===== config.mk =====
export PLATFORM = sky130hd
export DESIGN_NAME = mmio_arbiter
export DESIGN_NICKNAME = d
export VERILOG_FILES = /design/src/rtl/mmio_arb_pkg.sv /design/src/rtl/rr_arb2.sv /design/src/rtl/mmio_arbiter.sv
export SDC_FILE = /design/constraint.sdc
export NUM_CORES = 1
export LEC_CHECK = 0
export ABC_CLOCK_PERIOD_IN_PS = 5150
export BUFFER_PORTS_ARGS = -buffer_cell sky130_fd_sc_hd__buf_2
export CAP_MARGIN = 20
export CORE_AREA = 2 2 118 120
export DETAILED_ROUTE_END_ITERATION = 10
export DIE_AREA = 0 0 120 122
export GPL_TIMING_DRIVEN = 0
export PLACE_DENSITY_LB_ADDON = 0.15
export SETUP_SLACK_MARGIN = 0.3
export SYNTH_ARGS = -nofsm -noshare
export SYNTH_HDL_FRONTEND = slang
export SYNTH_HIERARCHICAL = 1
export SYNTH_SLANG_ARGS = --single-unit

===== constraint.sdc =====
create_clock -name clk -period 5.15 [get_ports clk]
set_clock_uncertainty 0.15 [all_clocks]
set_input_delay 0.2575 -clock clk [delete_from_list [all_inputs] [get_ports clk]]
set_output_delay 0.2575 -clock clk [all_outputs]
set_load 0.01 [all_outputs]

===== src/rtl/mmio_arb_pkg.sv =====
// rtl/mmio_arb_pkg.sv - shared widths, lock FSM encoding and master indices for mmio_arbiter
package mmio_arb_pkg;

    localparam int ADDR_W_DEF = 30;
    localparam int DATA_W_DEF = 32;

    localparam logic [1:0] ARB   = 2'd0;
    localparam logic [1:0] LOCK0 = 2'd1;
    localparam logic [1:0] LOCK1 = 2'd2;

    localparam logic M0 = 1'b0;
    localparam logic M1 = 1'b1;

endpackage


===== src/rtl/rr_arb2.sv =====
// rtl/rr_arb2.sv - two-requester round-robin arbiter with one-hot grant and lock override
module rr_arb2
    import mmio_arb_pkg::*;
(
    input  logic       clk,
    input  logic       rst_n,
    input  logic [1:0] req,
    input  logic       lock_force,
    input  logic       lock_idx,
    output logic [1:0] gnt
);

    logic last_gnt;

    // A held lock masks the other requester entirely rather than just biasing priority.
    always_comb begin
        gnt = 2'b00;
        if (lock_force) begin
            gnt[lock_idx] = req[lock_idx];
        end else if (req == 2'b11) begin
            gnt[~last_gnt] = 1'b1;
        end else begin
            gnt = req;
        end
    end

    always_ff @(posedge clk or negedge rst_n) begin
        if (!rst_n) begin
            last_gnt <= M1;
        end else if (|gnt) begin
            last_gnt <= gnt[1];
        end
    end

endmodule


===== src/rtl/mmio_arbiter.sv =====
// rtl/mmio_arbiter.sv - shares the mmio_xbar CPU port between M0 and M1; MMIO_ARB_LOCK_EN adds bus locking
module mmio_arbiter
    import mmio_arb_pkg::*;
#(
    parameter int ADDR_W = ADDR_W_DEF,
    parameter int DATA_W = DATA_W_DEF
) (
    input  logic                clk,
    input  logic                rst_n,
    input  logic                i_m0_req,
    input  logic [ADDR_W-1:0]   i_m0_addr,
    input  logic [DATA_W-1:0]   i_m0_data,
    input  logic [DATA_W/8-1:0] i_m0_mask,
    input  logic                i_m0_wren,
    output logic                o_m0_gnt,
    output logic                o_m0_rvalid,
    output logic [DATA_W-1:0]   o_m0_rdata,
    input  logic                i_m1_req,
    input  logic [ADDR_W-1:0]   i_m1_addr,
    input  logic [DATA_W-1:0]   i_m1_data,
    input  logic [DATA_W/8-1:0] i_m1_mask,
    input  logic                i_m1_wren,
    output logic                o_m1_gnt,
    output logic                o_m1_rvalid,
    output logic [DATA_W-1:0]   o_m1_rdata,
    output logic [ADDR_W-1:0]   o_mmio_addr,
    output logic [DATA_W-1:0]   o_mmio_data,
    output logic [DATA_W/8-1:0] o_mmio_mask,
    output logic                o_mmio_wren,
    input  logic [DATA_W-1:0]   i_mmio_data
`ifdef MMIO_ARB_LOCK_EN
    ,
    input  logic                i_m0_lock,
    input  logic                i_m1_lock
`endif
);

    logic [1:0]        gnt;
    logic [1:0]        state;
    logic [1:0]        state_nxt;
    logic              lock_force;
    logic              lock_idx;
    logic [1:0]        rvalid_q;
    logic [DATA_W-1:0] rdata_q;
    logic [1:0]        rd_beat;

    assign lock_force = (state != ARB);
    assign lock_idx   = (state == LOCK1) ? M1 : M0;

    rr_arb2 u_rr_arb2 (
        .clk        (clk),
        .rst_n      (rst_n),
        .req        ({i_m1_req, i_m0_req}),
        .lock_force (lock_force),
        .lock_idx   (lock_idx),
        .gnt        (gnt)
    );

    assign o_m0_gnt = gnt[0];
    assign o_m1_gnt = gnt[1];

    // Ungranted cycles drive an all-zero bus so the xbar never sees a stray write.
    always_comb begin
        o_mmio_addr = '0;
        o_mmio_data = '0;
        o_mmio_mask = '0;
        o_mmio_wren = 1'b0;
        if (gnt[0]) begin
            o_mmio_addr = i_m0_addr;
            o_mmio_data = i_m0_data;
            o_mmio_mask = i_m0_mask;
            o_mmio_wren = i_m0_wren;
        end else if (gnt[1]) begin
            o_mmio_addr = i_m1_addr;
            o_mmio_data = i_m1_data;
            o_mmio_mask = i_m1_mask;
            o_mmio_wren = i_m1_wren;
        end
    end

`ifdef MMIO_ARB_LOCK_EN
    always_comb begin
        state_nxt = state;
        case (state)
            ARB: begin
                if (gnt[0] && i_m0_lock) begin
                    state_nxt = LOCK0;
                end else if (gnt[1] && i_m1_lock) begin
                    state_nxt = LOCK1;
                end
            end
            LOCK0: begin
                if (!i_m0_req || (gnt[0] && !i_m0_lock)) begin
                    state_nxt = ARB;
                end
            end
            LOCK1: begin
                if (!i_m1_req || (gnt[1] && !i_m1_lock)) begin
                    state_nxt = ARB;
                end
            end
            default: state_nxt = ARB;
        endcase
    end
`else
    assign state_nxt = ARB;
`endif

    always_ff @(posedge clk or negedge rst_n) begin
        if (!rst_n) begin
            state <= ARB;
        end else begin
            state <= state_nxt;
        end
    end

    assign rd_beat = {gnt[1] & ~i_m1_wren, gnt[0] & ~i_m0_wren};

    always_ff @(posedge clk or negedge rst_n) begin
        if (!rst_n) begin
            rvalid_q <= 2'b00;
            rdata_q  <= '0;
        end else begin
            rvalid_q <= rd_beat;
            if (|rd_beat) begin
                rdata_q <= i_mmio_data;
            end
        end
    end

    assign o_m0_rvalid = rvalid_q[0];
    assign o_m1_rvalid = rvalid_q[1];
    assign o_m0_rdata  = rdata_q;
    assign o_m1_rdata  = rdata_q;

endmodule


==> results.md, run 1 <==
- Status: finished clean
- Critical Path Sink Type: output port
- DRT Pass-1 Iters: 4
- Core area: between 10000 and 15000 um2
- Number of max-cap violations: 0
- FMAX: between 300 and 400 MHz
- Sw frac: between 30% and 40%
- Required @ worst endpoint: 4.74 ns
- Cells after Synth: 202
- CTS buffer count: 5
- Leak: about 2.5 nW
- Dominant cell type by area after synthesis: dfrtp_1
- Post-Syn Area per Cell: 11.8 um2
- Hold WC Path Type: in2reg
- Worst Path Class, Setup: reg2out
- Final hold vios: 0
- Total track usage: 14.6%
- Main area contributors after synthesis: dfrtp_1 (36%), a22o_1 (24%), mux2_4 (19%)
- Via count of the first global-routing pass: 2761
- #FFs+latches synth: 35
- Placer Congestion: between 0.8 and 0.9
- Num rows: 43
- RSZ-0062 raised after global routing: no
- Part of the power in registers: 28.9%
- H-tree levels: 2
- Minimum clock period: approximately 2.8 ns
- CTS tree: yes
- I/O pin cnt: 305
- Routed WL per cell: 16.1 um
- Endpoints failing setup: 0
- Drt drc: 0
- Die area: 14600 um2
- Final setup TNS: 0 ns
- Root buffer cell: clkbuf_16
- Nets: about 690
- Clock transition at the registers of the reported paths: about 0.060 ns
- Post-route ant nets: 0
- Comb pwr share: about 44%
- Fill cell count: 1463
- Initial Util: between 10% and 20%
- DR vias/cell: 4.09
- P_sw: between 400 and 500 uW
- Int Power: 876 uW
- Final WL: between 10000 and 15000 um
- WP data arrival: 2.35 ns
- Worst setup SP type: register
- Slew Limit Fails: 0
- Actual slew at the worst max-slew pin: around 0.82 ns
- Initial antenna violation count: 7
- Tcrit/Tclk final: approximately 54%
- CP delay by family, top: buffers and inverters
- First-pass GRT wire length: 16300 um
- Area delta synth->final: 81.6%
- Post-synthesis sequential area ratio: 36.7%
- CP Max Fanout: 10
- Hold WS: 0.0300 ns
- Pwr per Cell Area: 296 nW/um2
- Most frequent CP cell: clkbuf_1
- DIE HEIGHT: 122 um
- Worst-Skew Late Latency: 0.28 ns
- Layout cell share with drive strength beyond 1: between 70% and 80%
- CTS Sinks: 35
- DPL Wire Length: 9840 um
- Total gr overflow: 0
- Post-synth top area share: 35.6%
- Max_slew headroom: 45.5%
- Crit-path slowest cell: dfstp_2
- Worst path bufs/invs: 4
- Mapped Area: 2390 um2
- Peak supply drop: ~0.10 mV
- Vias after detailed routing: 2873
- Clock share of power: approximately 27%
- Die width: 120 um
- Delay of the slowest cell on the worst path: around 0.54 ns
- Yosys warns: 6
- CTS Buffer Depth: 2
- Largest net degree at the start of global routing: 36
- DRT iter0 DRCs: 69
- I/O Buffers: between 300 and 400
- Crit-path cells: nor2_1 > a21oi_1 > buf_6 > clkbuf_1 > clkbuf_1 > a22o_1 > buf_2
- Post-synthesis cell type count: 23
cell type report:
| cell class | instances | area, um2 | area share (%) |
|---|---|---|---|
| flip-flops and latches | 35 | 877 | 20.2 |
| plain buffers | 51 | 354 | 8.16 |
| clock inverters | 3 | 43.8 | 1.01 |
| inverters | 1 | 3.75 | 0.0865 |
| multi-input cells | 120 | 1170 | 27.0 |
| repair buffers | 305 | 1530 | 35.3 |
| clock buffers | 5 | 125 | 2.88 |
| diodes | 2 | 5.00 | 0.115 |
| well taps | 180 | 225 | 5.19 |
final timing paths:
| kind | start | end | slack [ns] | cells past startpoint |
|---|---|---|---|---|
| max | u_rr_arb2/last_gnt$_DFFE_PN1P_ | o_mmio_data[24] | 2.39 | 7 |
| min | i_m0_wren | rvalid_q[0]$_DFF_PN0_ | 0.03 | 2 |
| max reg2reg | u_rr_arb2/last_gnt$_DFFE_PN1P_ | o_m0_rdata[2]$_DFFE_PN0P_ | 2.97 | 7 |
| min reg2reg | o_m0_rdata[24]$_DFFE_PN0P_ | o_m0_rdata[24]$_DFFE_PN0P_ | 0.38 | 1 |
| max in group asynchronous | rst_n | rvalid_q[1]$_DFF_PN0_ | 3.87 | 2 |
| min in group asynchronous | rst_n | o_m0_rdata[23]$_DFFE_PN0P_ | 0.46 | 2 |
state kept, by name (all words and copies together) (netlist names):
| signal | count |
|---|---|
| o_m0_rdata | 32 |
| rvalid_q | 2 |
| u_rr_arb2/last_gnt | 1 |
cells by family (layout without fill, tap and decap cells):
logic type,count (synthesis),count (layout),synth area share (%)
compound gates,71,71,25.7
simple gates,11,11,2.67
mux,32,32,19.8
flops,35,35,36.7
buf+inv,52,365,15.0
other cells,1,8,0.157
layer usage:
| layer | global-route usage (%) | part of all wire (%) | vias to the layer above |
|---|---|---|---|
| li1 | - | - | 1360 |
| met1 | 16.8 | 38 | 1295 |
| met2 | 24.9 | 49 | 182 |
| met3 | 5.81 | 11 | 28 |
| met4 | 4.41 | 1.8 | 8 |
| met5 | 0 | 0.54 | - |
synthesized netlist by cell type:
master and n:
or2_1 1, nor2b_1 2, o211a_1 1, mux2_2 2, o21ai_0 2, a22o_1 65, buf_6 5, inv_1 1
buf_4 32, dfrtp_1 34, a21bo_1 1, a21oi_1 1, buf_1 2, mux2_4 30, a32o_1 1, nor2b_4 1
dfstp_2 1, nand2b_1 2, conb_1 1, clkbuf_1 8, nand2_1 4, nor2_1 1, buf_2 4
power by group through the flow:
stage | Combinational [mW] | Clock (mW) | Sequential [mW]
2_1_floorplan | 0.295 | 0 | 0.393
3_3_place_gp | 0.571 | 0 | 0.374
3_5_place_dp | 0.572 | 0 | 0.375
4_1_cts | 0.574 | 0.362 | 0.372
5_1_grt | 0.613 | 0.369 | 0.378
6_report | 0.566 | 0.348 | 0.371
cell usage in the layout, fill, tap and decap left out, types with 2 or more instances in the layout:
master and n:
nand2_1 4, diode_2 2, a22o_1 65, nand2b_1 2, buf_2 308, buf_6 5
clkbuf_1 8, buf_4 32, buf_1 2, conb_1 6, mux2_4 30, mux2_2 2
o21ai_0 2, nor2b_1 2, dfrtp_1 34, clkbuf_16 5
per-stage QoR:
stage          power (mW)  util [%]  setup WS [ns]  instance area [um2]  cells
2_1_floorplan       0.687         -           2.95                 2410    207
3_3_place_gp        0.945      30.8           2.72                 4160    691
3_5_place_dp        0.947      30.8           2.69                 4160    691
4_1_cts              1.31      32.1           2.38                 4330    700
5_1_grt              1.36      32.1           2.18                 4340    701
6_report             1.28      32.1           2.39                 4340    702
timing repair:
item,CTS,global route
hold buffers,1,0
endpoints found under the hold margin,34,0
setup buffers,0,0
resized for setup,0,0
(Power assumes the default switching activity.)
==> run 2: changes to the inputs <==
--- a/config.mk
+++ b/config.mk
@@ -5,12 +5,13 @@
 export SDC_FILE = /design/constraint.sdc
 export NUM_CORES = 1
 export LEC_CHECK = 0
-export ABC_CLOCK_PERIOD_IN_PS = 5150
+export ABC_AREA = 1
+export ABC_CLOCK_PERIOD_IN_PS = 2550
 export BUFFER_PORTS_ARGS = -buffer_cell sky130_fd_sc_hd__buf_2
 export CAP_MARGIN = 20
-export CORE_AREA = 2 2 118 120
+export CORE_AREA = 2 2 119 121
 export DETAILED_ROUTE_END_ITERATION = 10
-export DIE_AREA = 0 0 120 122
+export DIE_AREA = 0 0 121 123
 export GPL_TIMING_DRIVEN = 0
 export PLACE_DENSITY_LB_ADDON = 0.15
 export SETUP_SLACK_MARGIN = 0.3
==> constraint.sdc (replaced) <==
create_clock -name clk -period 2.55 [get_ports clk]
set_clock_uncertainty 0.15 [all_clocks]
set_input_delay 0.1275 -clock clk [delete_from_list [all_inputs] [get_ports clk]]
set_output_delay 0.1275 -clock clk [all_outputs]
set_load 0.01 [all_outputs]
==> results.md, run 2 <==
- Synth Area in XOR/XNOR: 0%
- Post-synthesis mux area share: 0%
- CTS buffer count: 5
- Commonest cells in the netlist: nand2_1 (200), nand3_1 (101), buf_4 (44)
- Post-synthesis sequential area ratio: 32.7%
- I/O pin cnt: 305
- Minimum clock period: 2.15 ns
- Status: finished clean
- Required @ worst endpoint: ~2.3 ns
- Final WL: 12600 um
- Number of enable flip-flop cells after synthesis: 0
- Max_slew headroom: 47.1%
- RSZ-0062 raised after global routing: no
- DIE HEIGHT: ~120 um
- DRT Pass-1 Iters: 4
- WP data arrival: approximately 1.9 ns
- CTS Sinks: 35
- Post-synthesis cell type count: 15
- Total gr overflow: 0
- Endpoints failing setup: 0
- RR Endpoint: o_m0_rdata[13]$_DFFE_PN0P_
- Yosys warns: 6
- Pwr per Cell Area: approximately 510 nW/um2
- Main synth FF type: dfrtp_1
- Via count of the first global-routing pass: 3621
- Post-Syn Area per Cell: 6.44 um2
- FMAX: 465 MHz
- Most frequent cell after synthesis: nand2_1
- Clock transition at the registers of the reported paths: 0.05 ns
- Root buffer cell: clkbuf_16
- Nets: about 930
- Cells after Synth: between 400 and 500
- Peak supply drop: between 0.2 and 0.3 mV
- Largest family of logic cells by synthesized area: simple AND/OR/NAND/NOR gates
- Final setup TNS: 0 ns
- Placer Congestion: approximately 0.85
- First-pass GRT wire length: 18300 um
- Initial antenna violation count: 0
- CP Max Fanout: 10
- CP startpoint: u_rr_arb2/last_gnt$_DFFE_PN1P_
- Synth Area in Simple Gates: about half
- Number of max-cap violations: 0
- Largest net degree at the start of global routing: 36
- Slew Limit Fails: 0
- H-tree levels: 2
- Dominant cell type by area after synthesis: dfrtp_1
- Hold WC Path Type: in2reg
- Reg-to-reg startpoint: u_rr_arb2/last_gnt$_DFFE_PN1P_
- Most frequent cells in the layout: buf_2 (319), nand2_1 (200), nand3_1 (100), buf_4 (39), dfrtp_1 (34)
- DR vias/cell: 4.17
- Startpoint of the worst hold path: i_m1_req
- #FFs+latches synth: 35
- Num rows: 43
- Synth async-reset ratio: 100%
- DPL Wire Length: 10200 um
- Worst Path Class, Setup: reg2out
- Worst-Skew Late Latency: 0.27 ns
- Max reg flops: 32
- Die area: 14900 um2
- Tcrit/Tclk final: 84.2%
- Area delta synth->final: 83.9%
- Mapped Area: 2690 um2
- Post-route ant nets: 0
- Final hold vios: 0
- Post-synth top area share: 31.7%
- Ant diodes: 0
- Total track usage: 15.4%
- Post-CTS setup buffer count: 0
- Fill cell count: between 1k and 1.5k
- Layout cell share with drive strength beyond 1: between 50% and 60%
- Main area contributors after synthesis: dfrtp_1 (32%), nand2_1 (28%), nand3_1 (19%)
- DRT iter0 DRCs: about 150
- Core area: 13600 um2
- Initial Util: about a fifth
- Leak: 3.16 nW
- Vias after detailed routing: between 3k and 4k
- Compound-gate portion of the synthesized area: 0.466%
- Worst setup SP type: register
- Reg2reg path depth: 11
- CTS tree: yes
- Dpl ws: 0.643 ns
- CTS Buffer Depth: 2
- Fin worst setup slack: 0.402 ns
- Critical Path Sink Type: output port
- Commonest non-fill, non-tap cell in the layout: buf_2
- I/O Buffers: 304
- Actual slew at the worst max-slew pin: 0.793 ns
- Post-synthesis adder-cell area fraction: 0%
- R2R Setup Slk: roughly 0.76 ns
- Routed WL per cell: 13.3 um
- Worst setup path endpoint: o_mmio_data[16]
- Die width: 121 um
- Drt drc: 0
run 2: cell families (layout without fill, tap and decap cells):
| group | count (synthesis) | in the layout |
|---|---|---|
| AND/OR/NAND/NOR | 306 | 306 |
| AO/OA/AOI/OAI | 2 | 2 |
| other | 1 | 4 |
| flip-flops | 35 | 35 |
| buffers and inverters | 73 | 418 |
run 2: power breakdown:
part / internal (mW) / total [mW] / switching [mW]
registers: 0.658 / 0.746 / 0.0875
clock network: 0.360 / 0.592 / 0.231
logic: 0.585 / 1.17 / 0.589
total: 1.60 / 2.51 / 0.908
run 2: per-stage QoR:
step                instance area (um2)  power (mW)  instances  hold slack (ns)  util, %
floorplan                          2700        1.35        420           -0.318        -
finish                             4940        2.51        945           0.0661     36.3
global placement                   4440        1.88        904            0.109     32.7
detailed placement                 4440        1.88        904            0.116     32.7
CTS                                4920        2.53        945           0.0697     36.1
global route                       4940        2.69        945           0.0999     36.3
run 2: critical path: stages, from the launching register on:
cell	delay (ns)
dfstp_2	0.53
inv_1	0.04
nand2_1	0.07
nand2_2	0.07
nand2_1	0.09
inv_1	0.06
buf_4	0.16
buf_6	0.15
buf_6	0.14
nand3_1	0.12
nand2_1	0.06
buf_2	0.13
run 2: metal layers:
| metal | track usage [%] | share of wire (%) | up-vias |
|---|---|---|---|
| li1 | - | - | 1980 |
| met1 | 18.1 | 39 | 1758 |
| met2 | 28.8 | 51 | 193 |
| met3 | 3.00 | 8.4 | 7 |
| met4 | 3.56 | 1.1 | 0 |
| met5 | 0 | 0 | - |
run 2: repair_timing:
action                     4_1_cts  5_1_grt
hold buffers                    33        0
hold endpoints to repair        66        0
setup endpoints to repair        0       17
resized for setup                0        6
run 2: final cells by class:
type | instances | area, um2 | share of cell area, %
clock inverters | 2 | 12.5 | 0.253
multi-input cells | 312 | 1330 | 26.9
clock buffers | 6 | 129 | 2.61
inverters | 9 | 33.8 | 0.684
repair buffers | 337 | 1850 | 37.5
well taps | 180 | 225 | 4.56
plain buffers | 64 | 480 | 9.73
flip-flops and latches | 35 | 877 | 17.8
run 2: how the worst min path moves through the flow:
stage	cells after the start	slack, ns	to
2_1_floorplan	0	-0.32	o_m0_rdata[0]$_DFFE_PN0P_
3_3_place_gp	1	0.11	o_m0_rdata[17]$_DFFE_PN0P_
3_5_place_dp	1	0.12	o_m0_rdata[17]$_DFFE_PN0P_
4_1_cts	4	0.07	u_rr_arb2/last_gnt$_DFFE_PN1P_
5_1_grt	4	0.1	u_rr_arb2/last_gnt$_DFFE_PN1P_
6_report	4	0.07	u_rr_arb2/last_gnt$_DFFE_PN1P_
==> run 3: changes to the inputs <==
--- a/config.mk
+++ b/config.mk
@@ -5,13 +5,13 @@
 export SDC_FILE = /design/constraint.sdc
 export NUM_CORES = 1
 export LEC_CHECK = 0
-export ABC_AREA = 1
-export ABC_CLOCK_PERIOD_IN_PS = 2550
+export ABC_AREA = 0
+export ABC_CLOCK_PERIOD_IN_PS = 2000
 export BUFFER_PORTS_ARGS = -buffer_cell sky130_fd_sc_hd__buf_2
 export CAP_MARGIN = 20
-export CORE_AREA = 2 2 119 121
+export CORE_AREA = 2 2 120 122
 export DETAILED_ROUTE_END_ITERATION = 10
-export DIE_AREA = 0 0 121 123
+export DIE_AREA = 0 0 122 124
 export GPL_TIMING_DRIVEN = 0
 export PLACE_DENSITY_LB_ADDON = 0.15
 export SETUP_SLACK_MARGIN = 0.3
==> constraint.sdc (replaced) <==
create_clock -name clk -period 2 [get_ports clk]
set_clock_uncertainty 0.15 [all_clocks]
set_input_delay 0.1 -clock clk [delete_from_list [all_inputs] [get_ports clk]]
set_output_delay 0.1 -clock clk [all_outputs]
set_load 0.01 [all_outputs]
==> results.md, run 3 (synthesis gave the netlist of run 1 again) <==
- Leak: 2.86 nW
- Peak supply drop: 0.326 mV
- Post-route ant nets: 0
- WP data arrival: between 1.5 and 2 ns
- Largest net degree at the start of global routing: 36
- CTS Buffer Depth: 2
- Status: finished with violations
- Worst path bufs/invs: 3
- Die width: 122 um
- Commonest non-fill, non-tap cell in the layout: buf_2
- Crit-path cells: nand2b_1 > o211a_1 > nor2b_4 > buf_12 > clkbuf_16 > a22o_1 > buf_2
- Tcrit/Tclk final: 107%
- Slew Limit Fails: 0
- Dpl ws: -0.127 ns
- Total gr overflow: 0
- CTS tree: yes
- Minimum clock period: between 2 and 2.5 ns
- Worst Path Class, Setup: reg2out
- Worst setup SP type: register
- Worst-Skew Late Latency: about 0.28 ns
- Hold WS: 0.103 ns
- Total power: roughly 3.5 mW
- Pwr per Cell Area: 684 nW/um2
- Final hold vios: 0
- Critical Path Sink Type: output port
- Ant diodes: 0
- Placer Congestion: 0.797
- Total track usage: 13.7%
- Max_slew headroom: 45.5%
- Max reg flops: 32
- I/O Buffers: 304
- CTS Sinks: 35
- Area delta synth->final: 115%
- CP Max Fanout: 8
- Fin worst setup slack: -0.145 ns
- DRT Pass-1 Iters: 4
- Clock transition at the registers of the reported paths: roughly 0.050 ns
- CTS buffer count: 5
- Most frequent cells in the layout: buf_2 (283), a22o_1 (65), buf_4 (37), dlygate4sd3_1 (36), dfrtp_1 (34)
- Crit-path slowest cell: dfstp_2
- DPL Wire Length: 9330 um
- RSZ-0062 raised after global routing: yes
- DIE HEIGHT: ~120 um
- DRT iter0 DRCs: 56
- Delay of the slowest cell on the worst path: 0.54 ns
- First-pass GRT wire length: 15800 um
- R2R Setup Slk: -0.09 ns
- Die area: 15100 um2
- FMAX: about 470 MHz
- Hold WC Path Type: in2reg
- Nets: 738
- Layout cell share with drive strength beyond 1: 72.6%
- Initial Util: between 10% and 20%
- Vias after detailed routing: 3056
- Initial antenna violation count: 0
- I/O pin cnt: about 310
- Final WL: 11600 um
- Number of max-cap violations: 0
- Core area: 13700 um2
- CP delay by family, top: flip-flops
- Routed WL per cell: ~16 um
- Drt drc: 0
- Root buffer cell: clkbuf_16
- DR vias/cell: 4.08
- H-tree levels: 2
- Required @ worst endpoint: 1.75 ns
- Num rows: 43
- Actual slew at the worst max-slew pin: 0.817 ns
- Via count of the first global-routing pass: around 2.9k
- Endpoints failing setup: 97
- Failing checks: setup timing
[run 3: cell count changes in the layout (fill, tap and decap cells not counted), moves of 5 or more]
cell	before	now
nand2_1	200	4
buf_12	0	5
nand3_1	100	0
mux2_4	0	30
a22o_1	0	65
buf_2	319	283
buf_6	10	33
inv_1	8	1
[run 3: final cells by class]
| class | count | area (um2) |
|---|---|---|
| Multi-Input combinational cell | 120 | 1180 |
| Fill cell | 1391 | 8590 |
| Clock buffer | 5 | 125 |
| Clock inverter | 3 | 43.8 |
| Buffer | 51 | 468 |
| Tap cell | 180 | 225 |
| Sequential cell | 35 | 877 |
| Timing Repair Buffer | 354 | 2210 |
| Inverter | 1 | 3.75 |
[run 3: tightest hold or removal path: cells and delay by family]
family	cells	cell delay (ns)
buffers and inverters	1	0.12
AOI/OAI and AO/OA	1	0.14
and+or+nand+nor	1	0.14
[run 3: repair_timing]
item	4_1_cts	5_1_grt
pin swaps	1	4
gates cloned	3	3
hold buffers	36	0
hold endpoints to repair	69	0
setup endpoints to repair	99	100
buffers inserted	4	4
gates resized for setup	62	12
[run 3: power by group]
group	leakage, nW	total [mW]	switching [mW]	internal (mW)
clock	0.0838	0.878	0.291	0.587
combinational	2.36	1.68	0.675	1.00
sequential	0.412	0.953	0.108	0.845
total	2.86	3.51	1.07	2.44
[run 3: per-stage QoR]
| step | TNS (ns) | instances | area [um2] | util, % |
|---|---|---|---|---|
| detailed placement | -3.68 | 691 | 4180 | 30.4 |
| CTS | -12.91 | 742 | 4990 | 36.4 |
| finish | -9.53 | 749 | 5130 | 37.4 |
| global route | -19.10 | 749 | 5130 | 37.4 |
| global placement | -3.43 | 691 | 4180 | 30.4 |
| floorplan | -1.71 | 207 | 2430 | - |
[run 3: layer usage]
metal | up-vias | routed length [um] | global-route usage, % | share of wire (%)
met1 | 1423 | 4040 | 14.1 | 35
met3 | 12 | 903 | 3.39 | 7.8
li1 | 1460 | - | - | -
met4 | 0 | 238 | 4.67 | 2.0
met2 | 161 | 6460 | 26.9 | 56
met5 | - | 0 | 0 | 0
[run 3: path summary, 6_finish.rpt]
path | depth (start not counted) | from | end
setup reg to reg | 8 | u_rr_arb2/last_gnt$_DFFE_PN1P_ | o_m0_rdata[5]$_DFFE_PN0P_
max in group asynchronous | 2 | rst_n | o_m0_rdata[2]$_DFFE_PN0P_
hold / removal | 3 | i_m1_req | rvalid_q[1]$_DFF_PN0_
hold reg to reg | 1 | o_m0_rdata[16]$_DFFE_PN0P_ | o_m0_rdata[16]$_DFFE_PN0P_
setup / recovery | 7 | u_rr_arb2/last_gnt$_DFFE_PN1P_ | o_mmio_data[20]
min in group asynchronous | 2 | rst_n | o_m0_rdata[18]$_DFFE_PN0P_
